==> config.mk <==
export PLATFORM = sky130hd
export DESIGN_NAME = studio_mem_arbiter_flat
export DESIGN_NICKNAME = d
export VERILOG_FILES = /design/src/rtl/studio_mem_arbiter_if.sv /design/src/rtl/studio_mem_arbiter.sv /design/src/flat_wrapper.sv
export SDC_FILE = /design/constraint.sdc
export NUM_CORES = 1
export LEC_CHECK = 0
export BUFFER_PORTS_ARGS = -buffer_cell sky130_fd_sc_hd__buf_2
export CORE_ASPECT_RATIO = 1.75
export CORE_MARGIN = 4
export CORE_UTILIZATION = 40
export CTS_CLUSTER_SIZE = 40
export DETAILED_ROUTE_END_ITERATION = 8
export PLACE_DENSITY_LB_ADDON = 0.25
export SLEW_MARGIN = 10
export SYNTH_ARGS = -nofsm -noshare
export SYNTH_HDL_FRONTEND = slang
export SYNTH_SLANG_ARGS = --single-unit
==> constraint.sdc <==
create_clock -name clk -period 5.65 [get_ports clk]
set_input_delay 1.13 -clock clk [delete_from_list [all_inputs] [get_ports clk]]
set_output_delay 1.13 -clock clk [all_outputs]
set_load 0.005 [all_outputs]
==> src/rtl/studio_mem_arbiter_if.sv <==
// Request/response and memory bus bundle for the studio RAM arbiter.
interface studio_mem_arbiter_if #(
  parameter int unsigned ADDR_W = 12
);
  // Cartridge loader
  logic              ioctl_download;
  logic              ioctl_wr;
  logic [ADDR_W-1:0] ioctl_addr;
  logic [7:0]        ioctl_dout;
  logic              ioctl_overrun;
  // Video DMA
  logic              dma_req;
  logic [ADDR_W-1:0] dma_addr;
  logic [7:0]        dma_data;
  logic              dma_valid;
  logic              dma_done;
  // CPU
  logic              cpu_req;
  logic              cpu_we;
  logic [ADDR_W-1:0] cpu_addr;
  logic [7:0]        cpu_din;
  logic [7:0]        cpu_dout;
  logic              cpu_ready;
  // Single-port RAM
  logic [ADDR_W-1:0] mem_addr;
  logic              mem_we;
  logic [7:0]        mem_din;
  logic [7:0]        mem_dout;

  // Arbiter side
  modport slave (
    input  ioctl_download, ioctl_wr, ioctl_addr, ioctl_dout,
    output ioctl_overrun,
    input  dma_req, dma_addr,
    output dma_data, dma_valid, dma_done,
    input  cpu_req, cpu_we, cpu_addr, cpu_din,
    output cpu_dout, cpu_ready,
    output mem_addr, mem_we, mem_din,
    input  mem_dout
  );

  // Requester / RAM side
  modport master (
    output ioctl_download, ioctl_wr, ioctl_addr, ioctl_dout,
    input  ioctl_overrun,
    output dma_req, dma_addr,
    input  dma_data, dma_valid, dma_done,
    output cpu_req, cpu_we, cpu_addr, cpu_din,
    input  cpu_dout, cpu_ready,
    input  mem_addr, mem_we, mem_din,
    output mem_dout
  );
endinterface

==> src/rtl/studio_mem_arbiter.sv <==
// Shares one registered single-port RAM bus between the cartridge loader,
// the video DMA line fetcher and the CPU.
module studio_mem_arbiter #(
  parameter int unsigned ADDR_W    = 12,
  parameter int unsigned BURST_LEN = 8
) (
  input logic                  clk,
  input logic                  reset_n,
  studio_mem_arbiter_if.slave  bus
);

  localparam int unsigned CNT_W = 5;

  typedef enum logic [1:0] {
    ST_IDLE = 2'd0,
    ST_LOAD = 2'd1,
    ST_CPU  = 2'd2,
    ST_DMA  = 2'd3
  } state_t;

  typedef struct packed {
    logic [ADDR_W-1:0] addr;
    logic [7:0]        data;
  } ld_entry_t;

  state_t            state_q, state_d;
  logic              buf_full_q, buf_full_d;
  ld_entry_t         buf_q, buf_d;
  logic              overrun_q, overrun_d;
  logic              fair_cpu_q, fair_cpu_d;
  logic [CNT_W-1:0]  cnt_q, cnt_d;
  logic [ADDR_W-1:0] dma_base_q, dma_base_d;
  logic [ADDR_W-1:0] mem_addr_q, mem_addr_d;
  logic              mem_we_q, mem_we_d;
  logic [7:0]        mem_din_q, mem_din_d;
  logic [7:0]        cpu_dout_q, cpu_dout_d;
  logic              cpu_ready_q, cpu_ready_d;
  // DMA read pipeline: address issued -> RAM data valid -> dma_data out
  logic              issue_vld_q, issue_vld_d;
  logic              issue_last_q, issue_last_d;
  logic              rd_vld_q, rd_vld_d;
  logic              rd_last_q, rd_last_d;
  logic [7:0]        dma_data_q, dma_data_d;
  logic              dma_valid_q, dma_valid_d;
  logic              dma_done_q, dma_done_d;

  logic capture;
  logic cpu_ok;

  assign capture = bus.ioctl_wr & bus.ioctl_download;
  assign cpu_ok  = bus.cpu_req & ~bus.ioctl_download;

  // State and datapath registers
  always_ff @(posedge clk or negedge reset_n) begin
    if (!reset_n) begin
      state_q      <= ST_IDLE;
      buf_full_q   <= 1'b0;
      buf_q        <= '0;
      overrun_q    <= 1'b0;
      fair_cpu_q   <= 1'b0;
      cnt_q        <= '0;
      dma_base_q   <= '0;
      mem_addr_q   <= '0;
      mem_we_q     <= 1'b0;
      mem_din_q    <= '0;
      cpu_dout_q   <= '0;
      cpu_ready_q  <= 1'b0;
      issue_vld_q  <= 1'b0;
      issue_last_q <= 1'b0;
      rd_vld_q     <= 1'b0;
      rd_last_q    <= 1'b0;
      dma_data_q   <= '0;
      dma_valid_q  <= 1'b0;
      dma_done_q   <= 1'b0;
    end else begin
      state_q      <= state_d;
      buf_full_q   <= buf_full_d;
      buf_q        <= buf_d;
      overrun_q    <= overrun_d;
      fair_cpu_q   <= fair_cpu_d;
      cnt_q        <= cnt_d;
      dma_base_q   <= dma_base_d;
      mem_addr_q   <= mem_addr_d;
      mem_we_q     <= mem_we_d;
      mem_din_q    <= mem_din_d;
      cpu_dout_q   <= cpu_dout_d;
      cpu_ready_q  <= cpu_ready_d;
      issue_vld_q  <= issue_vld_d;
      issue_last_q <= issue_last_d;
      rd_vld_q     <= rd_vld_d;
      rd_last_q    <= rd_last_d;
      dma_data_q   <= dma_data_d;
      dma_valid_q  <= dma_valid_d;
      dma_done_q   <= dma_done_d;
    end
  end

  // Arbitration, access sequencing, loader buffer and DMA read pipeline
  always_comb begin
    state_d      = state_q;
    buf_full_d   = buf_full_q;
    buf_d        = buf_q;
    overrun_d    = overrun_q;
    fair_cpu_d   = fair_cpu_q;
    cnt_d        = cnt_q;
    dma_base_d   = dma_base_q;
    mem_addr_d   = mem_addr_q;
    mem_we_d     = 1'b0;
    mem_din_d    = mem_din_q;
    cpu_dout_d   = cpu_dout_q;
    cpu_ready_d  = 1'b0;
    issue_vld_d  = 1'b0;
    issue_last_d = 1'b0;
    rd_vld_d     = issue_vld_q;
    rd_last_d    = issue_last_q;
    dma_valid_d  = rd_vld_q;
    dma_done_d   = rd_last_q;
    dma_data_d   = rd_vld_q ? bus.mem_dout : dma_data_q;

    // A capture always wins over a drain in the same cycle
    if (capture) begin
      buf_d      = '{addr: bus.ioctl_addr, data: bus.ioctl_dout};
      buf_full_d = 1'b1;
      if (buf_full_q && (state_q != ST_LOAD)) overrun_d = 1'b1;
    end else if (state_q == ST_LOAD) begin
      buf_full_d = 1'b0;
    end

    case (state_q)
      ST_IDLE: begin
        if (buf_full_q) begin
          state_d = ST_LOAD;
        end else if (cpu_ok && (fair_cpu_q || !bus.dma_req)) begin
          state_d    = ST_CPU;
          mem_addr_d = bus.cpu_addr;
          mem_we_d   = bus.cpu_we;
          mem_din_d  = bus.cpu_din;
          cnt_d      = '0;
          fair_cpu_d = 1'b0;
        end else if (bus.dma_req) begin
          state_d      = ST_DMA;
          dma_base_d   = bus.dma_addr;
          mem_addr_d   = bus.dma_addr;
          cnt_d        = CNT_W'(1);
          issue_vld_d  = 1'b1;
          issue_last_d = (BURST_LEN == 32'd1);
        end
      end

      ST_LOAD: begin
        mem_addr_d = buf_q.addr;
        mem_din_d  = buf_q.data;
        mem_we_d   = 1'b1;
        state_d    = ST_IDLE;
      end

      // cnt_q 0: address on bus; cnt_q 1: read data returning
      ST_CPU: begin
        if (cpu_ready_q) begin
          state_d = ST_IDLE;
        end else if (cnt_q == '0) begin
          if (mem_we_q) cpu_ready_d = 1'b1;
          else          cnt_d       = CNT_W'(1);
        end else begin
          cpu_dout_d  = bus.mem_dout;
          cpu_ready_d = 1'b1;
        end
      end

      // cnt_q is the offset of the next address to issue
      ST_DMA: begin
        if (cnt_q == CNT_W'(BURST_LEN)) begin
          state_d    = ST_IDLE;
          fair_cpu_d = 1'b1;
        end else begin
          mem_addr_d   = dma_base_q + ADDR_W'(cnt_q);
          issue_vld_d  = 1'b1;
          issue_last_d = (cnt_q == CNT_W'(BURST_LEN - 1));
          cnt_d        = CNT_W'(cnt_q + CNT_W'(1));
        end
      end

      default: state_d = ST_IDLE;
    endcase
  end

  assign bus.ioctl_overrun = overrun_q;
  assign bus.dma_data      = dma_data_q;
  assign bus.dma_valid     = dma_valid_q;
  assign bus.dma_done      = dma_done_q;
  assign bus.cpu_dout      = cpu_dout_q;
  assign bus.cpu_ready     = cpu_ready_q;
  assign bus.mem_addr      = mem_addr_q;
  assign bus.mem_we        = mem_we_q;
  assign bus.mem_din       = mem_din_q;

endmodule

==> src/flat_wrapper.sv <==
// flat-port wrapper written by rule: the top's interface ports become plain ports
module studio_mem_arbiter_flat 
#(
  parameter int unsigned ADDR_W    = 12,
  parameter int unsigned BURST_LEN = 8
)
  (clk, reset_n, bus_ioctl_download, bus_ioctl_wr, bus_ioctl_addr, bus_ioctl_dout, bus_ioctl_overrun, bus_dma_req, bus_dma_addr, bus_dma_data, bus_dma_valid, bus_dma_done, bus_cpu_req, bus_cpu_we, bus_cpu_addr, bus_cpu_din, bus_cpu_dout, bus_cpu_ready, bus_mem_addr, bus_mem_we, bus_mem_din, bus_mem_dout);
  studio_mem_arbiter_if #(.ADDR_W(ADDR_W)) bus_i ();
  input logic clk;
  input logic reset_n;
  input wire logic [$bits(bus_i.ioctl_download)-1:0] bus_ioctl_download;
  input wire logic [$bits(bus_i.ioctl_wr)-1:0] bus_ioctl_wr;
  input wire logic [$bits(bus_i.ioctl_addr)-1:0] bus_ioctl_addr;
  input wire logic [$bits(bus_i.ioctl_dout)-1:0] bus_ioctl_dout;
  output wire logic [$bits(bus_i.ioctl_overrun)-1:0] bus_ioctl_overrun;
  input wire logic [$bits(bus_i.dma_req)-1:0] bus_dma_req;
  input wire logic [$bits(bus_i.dma_addr)-1:0] bus_dma_addr;
  output wire logic [$bits(bus_i.dma_data)-1:0] bus_dma_data;
  output wire logic [$bits(bus_i.dma_valid)-1:0] bus_dma_valid;
  output wire logic [$bits(bus_i.dma_done)-1:0] bus_dma_done;
  input wire logic [$bits(bus_i.cpu_req)-1:0] bus_cpu_req;
  input wire logic [$bits(bus_i.cpu_we)-1:0] bus_cpu_we;
  input wire logic [$bits(bus_i.cpu_addr)-1:0] bus_cpu_addr;
  input wire logic [$bits(bus_i.cpu_din)-1:0] bus_cpu_din;
  output wire logic [$bits(bus_i.cpu_dout)-1:0] bus_cpu_dout;
  output wire logic [$bits(bus_i.cpu_ready)-1:0] bus_cpu_ready;
  output wire logic [$bits(bus_i.mem_addr)-1:0] bus_mem_addr;
  output wire logic [$bits(bus_i.mem_we)-1:0] bus_mem_we;
  output wire logic [$bits(bus_i.mem_din)-1:0] bus_mem_din;
  input wire logic [$bits(bus_i.mem_dout)-1:0] bus_mem_dout;
  assign bus_i.ioctl_download = bus_ioctl_download;
  assign bus_i.ioctl_wr = bus_ioctl_wr;
  assign bus_i.ioctl_addr = bus_ioctl_addr;
  assign bus_i.ioctl_dout = bus_ioctl_dout;
  assign bus_ioctl_overrun = bus_i.ioctl_overrun;
  assign bus_i.dma_req = bus_dma_req;
  assign bus_i.dma_addr = bus_dma_addr;
  assign bus_dma_data = bus_i.dma_data;
  assign bus_dma_valid = bus_i.dma_valid;
  assign bus_dma_done = bus_i.dma_done;
  assign bus_i.cpu_req = bus_cpu_req;
  assign bus_i.cpu_we = bus_cpu_we;
  assign bus_i.cpu_addr = bus_cpu_addr;
  assign bus_i.cpu_din = bus_cpu_din;
  assign bus_cpu_dout = bus_i.cpu_dout;
  assign bus_cpu_ready = bus_i.cpu_ready;
  assign bus_mem_addr = bus_i.mem_addr;
  assign bus_mem_we = bus_i.mem_we;
  assign bus_mem_din = bus_i.mem_din;
  assign bus_i.mem_dout = bus_mem_dout;
  studio_mem_arbiter #(.ADDR_W(ADDR_W), .BURST_LEN(BURST_LEN)) u_core (.clk(clk), .reset_n(reset_n), .bus(bus_i));
endmodule
# == Word-level counts from Yosys, hierarchy flattened ==
# Index checks and enable logic that the tools add are counted.
# op_classes
n_addsub,2
n_eq_ne,16
n_mux,42
bitwise,7
n_reduce_logical,19
# op_table
cell,count
2-to-1 mux 12 bit,4
case mux 12 bit (3 select lines),1
2-to-1 mux 5 bit,7
2-to-1 mux 1 bit,17
2-to-1 mux 8 bit,2
case mux 8 bit (2 select lines),1
case mux 5 bit (3 select lines),1
adder 12 x 5 -> 12 bit,1
AND reduction 4 bit,3
2-to-1 mux 2 bit,5
"!= test 2 x 1 -> 1 bit, second input constant",5
AND reduction 3 bit,3
"!= test 2 bit, second input constant",4
case mux 2 bit (4 select lines),1
AND reduction 7 bit,1
case mux 1 bit (2 select lines),3
nonzero test 2 bit,3
nonzero test 3 bit,2
"adder 5 x 1 -> 5 bit, second input constant",1
"equality test 5 x 3 -> 1 bit, second input constant",1
"equality test 5 x 4 -> 1 bit, second input constant",1
zero test 5 bit,1
inverter 1 bit,5
"equality test 2 bit, second input constant",2
other kinds (9),11
# word_totals
inputBits,67
reg_bits,86
elab_cells,106

# == Longest topological paths before layout ==
# Gate-level depths: netlist of the first run.
# logic_depth
word_depth,6
ltp_mapped,8
ltp_nobuf,7

# == Worst setup path before layout of the first run ==
# OpenSTA, ideal clock, no wires.
# synth_path
path_type,in2reg
from,input bus_ioctl_download
to,"register u_core.mem_addr_q[5], in the netlist u_core.bus.mem_addr[5]"
t_required_ns,5.509
path_stages,6
t_arrival_ns,2.385
path_slack_ns,3.124
setup_time_ns,0.141
cell_sequence,nand2b_1 nor2_1 buf_2 mux2_2 a22oi_1 a31oi_1
# synth_via
elab_chain_len,6
# synth_rtl
item,line,text
from (decl),flat_wrapper.sv:11,input wire logic [$bits(bus_i.ioctl_download)-1:0] bus_ioctl_download;
inverter 1 bit *,studio_mem_arbiter.sv:51,assign cpu_ok = bus.cpu_req & ~bus.ioctl_download;
AND 1 bit *,studio_mem_arbiter.sv:51,
logical AND 1 bit *,studio_mem_arbiter.sv:133,end else if (cpu_ok && (fair_cpu_q || !bus.dma_req)) begin
2-to-1 mux 12 bit,studio_mem_arbiter.sv:133,
2-to-1 mux 12 bit,studio_mem_arbiter.sv:131,if (buf_full_q) begin
case mux 12 bit (3 select lines),studio_mem_arbiter.sv:129,case (state_q)
to (signal assigned),studio_mem_arbiter.sv:83,mem_addr_q <= mem_addr_d;
to (decl),studio_mem_arbiter.sv:33,"logic [ADDR_W-1:0] mem_addr_q, mem_addr_d;"
# Mark *: on every way between the ends. The rest lies on a longest branch, timed or not. The select of a mux whose other input is x is not followed.
# A chain may end at the register's enable or synchronous reset.

# == Worst setup path in the final report of the first run ==
# layout_path
from,input bus_ioctl_download
to,"register u_core.mem_addr_q[4], in the netlist u_core.bus.mem_addr[4]"
# The elaborated chain is that of the path after synthesis.

==> results of run 1 <==
==> per-stage QoR <==
step / power, mW / util [%] / std cells / worst slack (ps)
CTS: 2.64 / 50.0 / 598 / 2590
detailed placement: 2.06 / 47.2 / 583 / 2240
global placement: 2.03 / 47.2 / 583 / 2320
finish: 2.60 / 50.0 / 598 / 2600
global route: 2.81 / 50.0 / 598 / 2460
floorplan: 1.68 / - / 362 / 3120
==> cell usage after synthesis (7+ instances only) <==
| cell type | number | share of area (%) |
|---|---|---|
| inv_1 | 8 | 0.72 |
| clkbuf_1 | 10 | 0.90 |
| o21ai_0 | 19 | 2.3 |
| dfrtp_1 | 86 | 52 |
| ha_1 | 13 | 3.9 |
| nor2_1 | 23 | 2.1 |
| a21oi_1 | 11 | 1.3 |
| nand3_1 | 12 | 1.4 |
| nand2_1 | 29 | 2.6 |
| mux2_2 | 57 | 15 |
| mux2i_1 | 14 | 3.4 |
| nand2b_1 | 7 | 1.0 |
==> routing by layer <==
layer  track usage [%]  vias to the layer above
met5                 0                        -
met4              7.84                        0
met3              3.93                       16
met2              30.1                       99
met1              19.0                     1557
li1                  -                     1528
==> cell families after synthesis <==
kind of cell	after synthesis	share of synthesized area, %
adders and majority gates	14	4.37
AOI/OAI and AO/OA	66	10.6
xor gates and xnor gates	4	0.839
and+or+nand+nor	97	11.7
buffers and inverters	24	2.25
muxes	71	18.7
DFF	86	51.5
==> path summary, 6_finish.rpt <==
kind	endpoint	slack [ps]
max	u_core.bus.mem_addr[4]	2600
min	u_core.dma_done_d	350
max reg2reg	u_core.bus.mem_addr[9]	3080
min reg2reg	u_core.dma_done_d	350
max in group asynchronous	u_core.cnt_q[3]	4220
min in group asynchronous	u_core.bus.mem_addr[0]	840
==> final cells by class <==
type                            count  area [µm²]  area share (%)
Sequential cell                    86        2150            42.0
Multi-Input combinational cell    252        1940            37.8
Timing Repair Buffer              110         564            11.0
Clock buffer                       11         233            4.54
Tap cell                          127         159            3.10
Clock inverter                      4        48.8           0.953
Inverter                            8        30.0           0.586
==> registers in the layout, summed over array words and instances, names as in the netlist, 2 cells and up <==
register and flops:
u_core.state_q 2, u_core.cnt_q 5, u_core.bus.cpu_dout 8, u_core.bus.mem_addr 12, u_core.buf_q 20, u_core.bus.dma_data 8, u_core.bus.mem_din 8, u_core.dma_base_q 12
==> power by group through the flow <==
stage          clock [mW]  sequential [mW]  combinational, mW
6_report            0.565             1.02               1.01
2_1_floorplan           0             1.01              0.677
3_3_place_gp            0             1.02               1.01
4_1_cts             0.586             1.03               1.03
3_5_place_dp            0             1.03               1.03
5_1_grt             0.612             1.05               1.14
==> out/metrics.cfg, run 1 <==
[outcome]
outcome = finished, final reports clean

[cts]
cts_tree = done
cts_root_buf = clkbuf_16
clkTransAtPathRegs_ps = 60
cts_resized = 0
clock_latency_ps = 340
numClockSinks = 86
numCtsBuffers = 9
htree_levels = 3
postCtsSetupBuffers = 0
hold_buffers = 0
clockBufferDepth = 2

[setup_path]
slowest_stage = nor2_1
cp.depth = 6
slowest_delay_ps = 980
crit_arrival_ps = 3260
crit_type = primary input to flip-flop
r2r_start = u_core.state_q[1]
end_kind = flip-flop
cp_max_fo = 14
crit_family = simple AND/OR/NAND/NOR gates
cp.buffers_inverters = 1
required_ps = 5860
critPathLaunch = bus_ioctl_download
start_kind = primary input
path_cells = buf_2 > nand2b_1 > nor2_1 > mux2_2 > a222oi_1 > a21oi_1
r2r_cells = 6

[timing]
period_minus_slack_ps = 3050
slew_headroom_pct = 14.7
drv_slew = 0
finalCritPeriodShare_pct = 54.0
tightest_slew_ps = 1270
fin_skew_ps = 8.43
fmax_mhz = 328
worst_hold_slack_ps = 347
tns_ps = 0
hold_violations = 0
rsz0062_at_grt = false
finalSetupViolCount = 0

[place]
dp_hpwl_mm = 7.31
portBuffers = 107
gp_congestion = 0.773
postPlaceCellArea_um2 = 4840

[finish]
num_antenna_cells = 0
drive_gt1_share_pct = 39.7
final_cell_mix = buf_2 (106), dfrtp_1 (86), mux2_2 (57), nand2_1 (29), nor2_1 (23)
nets = 548
mostFrequentLayoutCell = buf_2
final_cell_area_um2 = 5120
fill_cells = 945
syn_to_final_growth_pct = 22.6

[synth]
seq_area_frac_synth_pct = 51.5
syn_inst = 362
syn-num-nets = 443
yosysUniqueCellTypes = 47
ys_ff_latch = 86
syn_area_um2 = 4180
synth-edff-count = 0
yosys_warnings = 0
ys_async_sr_fraction_pct = 100
synth_area_per_cell_um2 = 11.5
ys.flop_type = dfrtp_1

[power_and_ir_drop]
combPwrFrac_pct = 38.8
seq_power_share_pct = 39.4
p_sw_share_pct = 35.2
peakVddDrop_v = 0.000215
intPower_mw = 1.68
power.share.clock_pct = 21.7
p_leak_nw = 2.37
p_switching_uw = 915
power_density_nw_per_um2 = 507

[global_route]
grt_max_degree = 87
grt_pass1_wl_mm = 16.1
gr-usage-all-layers_pct = 17.0
grt_pass1_vias = 3225
gr-total-overflow = 0
antenna_found_initial = 0

[job]
drv_cap = 0

[die]
io_pins = 108
rows = 49
initial_utilization_pct = 40.8
core_area_um2 = 10200
die_h_um = 143
chipWidth_um = 85.2
die-area_um2 = 12200

[drt]
vias = 3200
drc = 0
ant_nets = 0
drtIter0Drc = 187
drt-total-wl_mm = 9.91
dr.pass1.iters = 5
wire_per_inst_um = 16.6
met1_length_mm = 3.84
vias_per_cell = 5.35
dr.max_layer_used = met4
wl_met2_mm = 5.19
wl_met3_um = 623

[min_path]
whs_path_depth = 0
hold_path.class = flip-flop to flip-flop
min-delay-start = u_core.issue_last_q

No activity file was read; power rests on OpenSTA's default activity.
==> run 2: changes to the inputs <==
==> constraint.sdc (replaced) <==
create_clock -name clk -period 3 [get_ports clk]
set_input_delay 0.6 -clock clk [delete_from_list [all_inputs] [get_ports clk]]
set_output_delay 0.6 -clock clk [all_outputs]
set_load 0.005 [all_outputs]
==> run 2 against run 1 <==
Net effect: count of clock-buffer cells in the layout is 1 lower; critical path depth is 1 higher; register-to-register slack worse by 2500 ps; global-route usage is 0.90 points higher; non-clock buffer count is 10 higher; final cell count is 1.8% higher; worst hold slack worse by 42 ps; first-iteration DRC count is 4.8% lower; total power is 96% higher; clock skew is 2.9 ps lower; setup slack worse by 2100 ps; sequential power is 89% higher; critical path type is now flip-flop to flip-flop; critical endpoint is now u_core.bus.mem_addr[10].
==> out/metrics.cfg, run 2 (synthesized netlist as in run 1, its figures left out) <==
[drt]
drt-total-wl_mm = 10.6  ; +7.2%
ant_nets = 0  ; unchanged
vias_per_cell = 5.40  ; +0.89%
vias = 3288  ; +2.8%
drc = 0  ; unchanged
drtIter0Drc = 178  ; -4.8%
wire_per_inst_um = 17.4  ; +5.3%
dr.pass1.iters = 4  ; -1

[finish]
mostFrequentLayoutCell = buf_2
syn_to_final_growth_pct = 25.2
nets = 558  ; +1.8%
final_cell_mix = buf_2 (106), dfrtp_1 (86), mux2_2 (57), nand2_1 (29), nor2_1 (23)
largest_reg_flops = 20  ; unchanged
fill_cells = 964  ; +2.0%
drive_gt1_share_pct = 41.3  ; +1.6 points
multi_input_area_um2 = 1940  ; unchanged
num_antenna_cells = 0  ; unchanged
largest-register = u_core.buf_q
seq_area_um2 = 2150  ; unchanged
fin_util_pct = 51.1  ; +1.0 points

[min_path]
hold_path.class = primary input to async pin

[timing]
tns_ps = 0  ; unchanged
rsz0062_at_grt = false
tightest_slew_ps = 804  ; -470 ps
finalSetupViolCount = 0  ; unchanged
slew_headroom_pct = 46.3  ; +32 points
hold_violations = 0  ; unchanged
finalCritPeriodShare_pct = 81.9
fmax_mhz = 407
period_minus_slack_ps = 2460
setup_ws_ps = 544  ; -2060 ps
fin_skew_ps = 5.55  ; -2.87 ps
worst_hold_slack_ps = 306  ; -41.5 ps
drv_slew = 0  ; unchanged

[cts]
clkTransAtPathRegs_ps = 60  ; about the same
cts_resized = 0  ; unchanged
clockBufferDepth = 2  ; unchanged
clock_latency_ps = 340  ; about the same
hold_buffers = 0  ; unchanged
numCtsBuffers = 9  ; unchanged
cts_tree = done
postCtsSetupBuffers = 0  ; unchanged
cts_root_buf = clkbuf_16
numClockSinks = 86  ; unchanged
htree_levels = 3  ; unchanged

[setup_path]
r2r_start = u_core.cnt_q[0]
required_ps = 3260  ; -2600 ps
end_kind = flip-flop
slowest_stage = or3b_2
regToRegSetupSlack_ps = 540  ; -2540 ps
start_kind = flip-flop
cp_max_fo = 6  ; -8
reg2reg_to = u_core.bus.mem_addr[10]
crit_arrival_ps = 2720  ; -540 ps
crit_type = flip-flop to flip-flop
path_cells = ha_1 > fa_1 > a211oi_1 > nor3b_1 > or3b_2 > a41o_1 > a21oi_1
slowest_delay_ps = 470  ; -510 ps
r2r_cells = 7  ; +1

[global_route]
grt_max_degree = 54  ; -38%
gr-total-overflow = 0  ; unchanged
gr-usage-all-layers_pct = 17.9  ; +0.90 points
grt_pass1_vias = 3401  ; +5.5%
antenna_found_initial = 0  ; unchanged
grt_pass1_wl_mm = 16.9  ; +5.0%

[place]
dp_hpwl_mm = 8.13  ; +11%
gp_congestion = 0.854  ; +10%
preCtsSetupSlack_ps = 554  ; -1680 ps
portBuffers = 107  ; unchanged

[die]
rows = 49  ; unchanged
die_h_um = 143  ; unchanged
core_area_um2 = 10200  ; unchanged
chipWidth_um = 85.2  ; unchanged
io_pins = 108  ; unchanged
initial_utilization_pct = 40.8  ; unchanged
die-area_um2 = 12200  ; unchanged

[power_and_ir_drop]
power_mw = 5.10  ; +96%
peakVddDrop_v = 0.000450  ; +110%
p_leak_nw = 2.43  ; +2.5%
power_density_nw_per_um2 = 976  ; +92%

[job]
drv_cap = 0  ; unchanged

[outcome]
outcome = finished, final reports clean

## run 2: where the power goes
group	leakage, nW	total, mW	internal (mW)	switching, mW
clock	0.152	1.17	0.727	0.442
combinational	1.23	2.00	0.970	1.03
sequential	1.04	1.93	1.60	0.330
## run 2: layout make-up
| class | count | share of cell area [%] |
|---|---|---|
| multi-input combinational | 252 | 37.0 |
| clock buffer | 10 | 4.38 |
| clock inverter | 6 | 1.65 |
| timing repair buffer | 120 | 12.2 |
| inverter | 8 | 0.574 |
| tap | 127 | 3.04 |
| sequential | 86 | 41.2 |
## run 2: worst max-delay path, delay by kind of cell, from the launching register on
family | cells | cell delay [ps]
compound gates | 3 | 640
fa+ha+maj | 2 | 650
flops | 1 | 440
simple gates | 2 | 650
## run 2: stage by stage
step | instances | instance area (µm²)
after floorplan | 362 | 4180
after global placement | 593 | 4910
after detailed placement | 593 | 4910
after CTS | 609 | 5230
after global routing | 609 | 5230
final | 609 | 5230
## run 2: layer usage
metal / routed length, µm / share of wire (%) / GRT usage (%)
met1: 3850 / 36 / 18.7
met2: 5750 / 54 / 32.6
met3: 757 / 7.1 / 5.72
met4: 260 / 2.4 / 7.26
met5: 0 / 0 / 0
## run 2: how the worst max path moves through the flow
stage	start	end	depth (start not counted)
finish	u_core.cnt_q[0]	u_core.bus.mem_addr[10]	7
global route	u_core.cnt_q[0]	u_core.bus.mem_addr[10]	7
floorplan	u_core.cnt_q[0]	u_core.bus.mem_addr[10]	7
global placement	u_core.cnt_q[0]	u_core.bus.mem_addr[10]	7
detailed placement	u_core.cnt_q[0]	u_core.bus.mem_addr[10]	7
CTS	u_core.cnt_q[0]	u_core.bus.mem_addr[10]	7
==> run 3: changes to the inputs <==
==> constraint.sdc (replaced) <==
create_clock -name clk -period 2.4 [get_ports clk]
set_input_delay 0.48 -clock clk [delete_from_list [all_inputs] [get_ports clk]]
set_output_delay 0.48 -clock clk [all_outputs]
set_load 0.005 [all_outputs]
==> run 3 against run 2 <==
Net effect: count of clock-buffer cells in the layout unchanged; critical endpoint unchanged; register-to-register slack got worse by 410 ps; critical path type unchanged; largest cell class unchanged; non-clock buffer count increased by 8; highest routed layer unchanged; total power increased by 26%.
==> out/metrics.cfg, run 3 (synthesized netlist as in run 1, its figures left out) <==
[outcome]
outcome = finished, final reports clean

[drt]
drtIter0Drc = 148  ; -17%
ant_nets = 0  ; unchanged
vias = 3336  ; +1.5%
drc = 0  ; unchanged
dr.pass1.iters = 4  ; unchanged
drt-total-wl_mm = 10.5  ; -0.78%
wire_per_inst_um = 17.1  ; -2.1%
vias_per_cell = 5.41  ; +0.14%

[power_and_ir_drop]
power.share.clock_pct = 22.1  ; -0.8 points
intPower_mw = 4.13  ; +25%
seq_power_share_pct = 37.6  ; -0.3 points
combPwrFrac_pct = 40.3  ; +1.1 points
p_sw_share_pct = 35.7  ; +0.45 points
power_density_nw_per_um2 = 1210  ; +24%
peakVddDrop_v = 0.000645  ; +43%
p_leak_nw = 2.46  ; +1.5%
p_switching_mw = 2.29  ; +28%

[finish]
nets = 566  ; +1.4%
final_cell_mix = buf_2 (106), dfrtp_1 (85), mux2_2 (57), nand2_1 (29), nor2_1 (23)
drive_gt1_share_pct = 43.1  ; +1.8 points
num_antenna_cells = 0  ; unchanged
syn_to_final_growth_pct = 26.7
mostFrequentLayoutCell = buf_2
largest_reg_flops = 20  ; unchanged
largest-register = u_core.buf_q

[cts]
clockBufferDepth = 2  ; unchanged
numCtsBuffers = 9  ; unchanged
htree_levels = 3  ; unchanged
postCtsSetupBuffers = 0  ; unchanged
cts_tree = done
numClockSinks = 86  ; unchanged
clkTransAtPathRegs_ps = 60  ; about the same
clock_latency_ps = 340  ; about the same
cts_root_buf = clkbuf_16

[job]
drv_cap = 0  ; unchanged

[die]
rows = 49  ; unchanged
chipWidth_um = 85.2  ; unchanged
core_area_um2 = 10200  ; unchanged
die-area_um2 = 12200  ; unchanged
io_pins = 108  ; unchanged
die_h_um = 143  ; unchanged
initial_utilization_pct = 40.8  ; unchanged

[setup_path]
required_ps = 2660  ; -600 ps
crit_arrival_ps = 2530  ; -190 ps
cp_max_fo = 3  ; -3
crit_type = flip-flop to flip-flop
end_kind = flip-flop
start_kind = flip-flop

[min_path]
hold_path.class = primary input to async pin

[timing]
drv_slew = 0  ; unchanged
worst_hold_slack_ps = 118  ; -188 ps
slew_headroom_pct = 47.7  ; +1.4 points
hold_violations = 0  ; unchanged
period_minus_slack_ps = 2260  ; -192 ps
finalCritPeriodShare_pct = 94.4  ; +12 points
finalSetupViolCount = 0  ; unchanged
tightest_slew_ps = 783  ; -20.6 ps
fin_skew_ps = 4.69  ; -0.862 ps
fmax_mhz = 442  ; +8.5%
rsz0062_at_grt = false
tns_ps = 0  ; unchanged

[global_route]
grt_max_degree = 41  ; -24%
grt_pass1_wl_mm = 17.3  ; +2.1%
antenna_found_initial = 0  ; unchanged
gr-total-overflow = 0  ; unchanged
grt_pass1_vias = 3600  ; +5.9%
gr-usage-all-layers_pct = 18.2  ; +0.29 points

[place]
gp_congestion = 0.862  ; +0.97%
portBuffers = 107  ; unchanged
dp_hpwl_mm = 8.13  ; about the same

## run 3: power by group through the flow
stage	registers [mW]	clock network, mW	logic [mW]
2_1_floorplan	2.37	0	1.59
3_3_place_gp	2.42	0	2.53
3_5_place_dp	2.44	0	2.60
4_1_cts	2.42	1.47	2.62
5_1_grt	2.50	1.52	2.89
6_report	2.42	1.42	2.58
## run 3: path summary, 6_finish.rpt
| kind | from | to | slack (ps) | depth (start not counted) |
|---|---|---|---|---|
| max in group asynchronous | reset_n | u_core.bus.ioctl_overrun | 1610 | 2 |
| min in group clk | u_core.issue_last_q | u_core.dma_done_d | 350 | 0 |
| setup / recovery | u_core.cnt_q[0] | u_core.bus.mem_addr[10] | 140 | 7 |
| hold / removal | reset_n | u_core.bus.dma_done | 120 | 1 |
| setup reg to reg | u_core.cnt_q[0] | u_core.bus.mem_addr[10] | 140 | 7 |
| hold reg to reg | u_core.issue_last_q | u_core.dma_done_d | 350 | 0 |
## run 3: area by class of cell
type / instances / area [µm²]
flip-flops and latches: 86 / 2150
fillers: 962 / 4950
clock buffers: 10 / 239
well taps: 127 / 159
multi-input cells: 252 / 1940
inverters: 8 / 30.0
clock inverters: 6 / 70.1
repair buffers: 128 / 696
## run 3: critical path, stage by stage (launching register included)
cell      delay [ps]
dfrtp_1          400
ha_1             220
fa_2             370
a211oi_2         250
nor3b_1          110
or3b_2           450
a41o_1           250
a21oi_1          130
## run 3: per-stage QoR
stage               setup WS (ps)  power, mW  util (%)  cell area [µm²]  cells
floorplan                     155       3.96         -             4180    362
global placement              114       4.95      48.6             4970    601
detailed placement           36.6       5.04      48.6             4970    601
CTS                          29.1       6.50      51.6             5280    617
global route                 3.42       6.90      51.7             5290    617
finish                        135       6.42      51.7             5290    617
## run 3: timing repair
action / CTS / global route
gates resized for setup: 0 / 4
setup endpoints to repair: 0 / 5
hold buffers: 0 / 0
## run 3: layer usage
metal	share of wire, %	vias to the layer above	wire length, µm	global-route usage, %
met2	55	106	5770	34.0
met3	6.6	18	693	4.45
met5	0	-	0	0
li1	-	1566	-	-
met4	2.6	0	270	8.42
met1	36	1646	3810	18.6
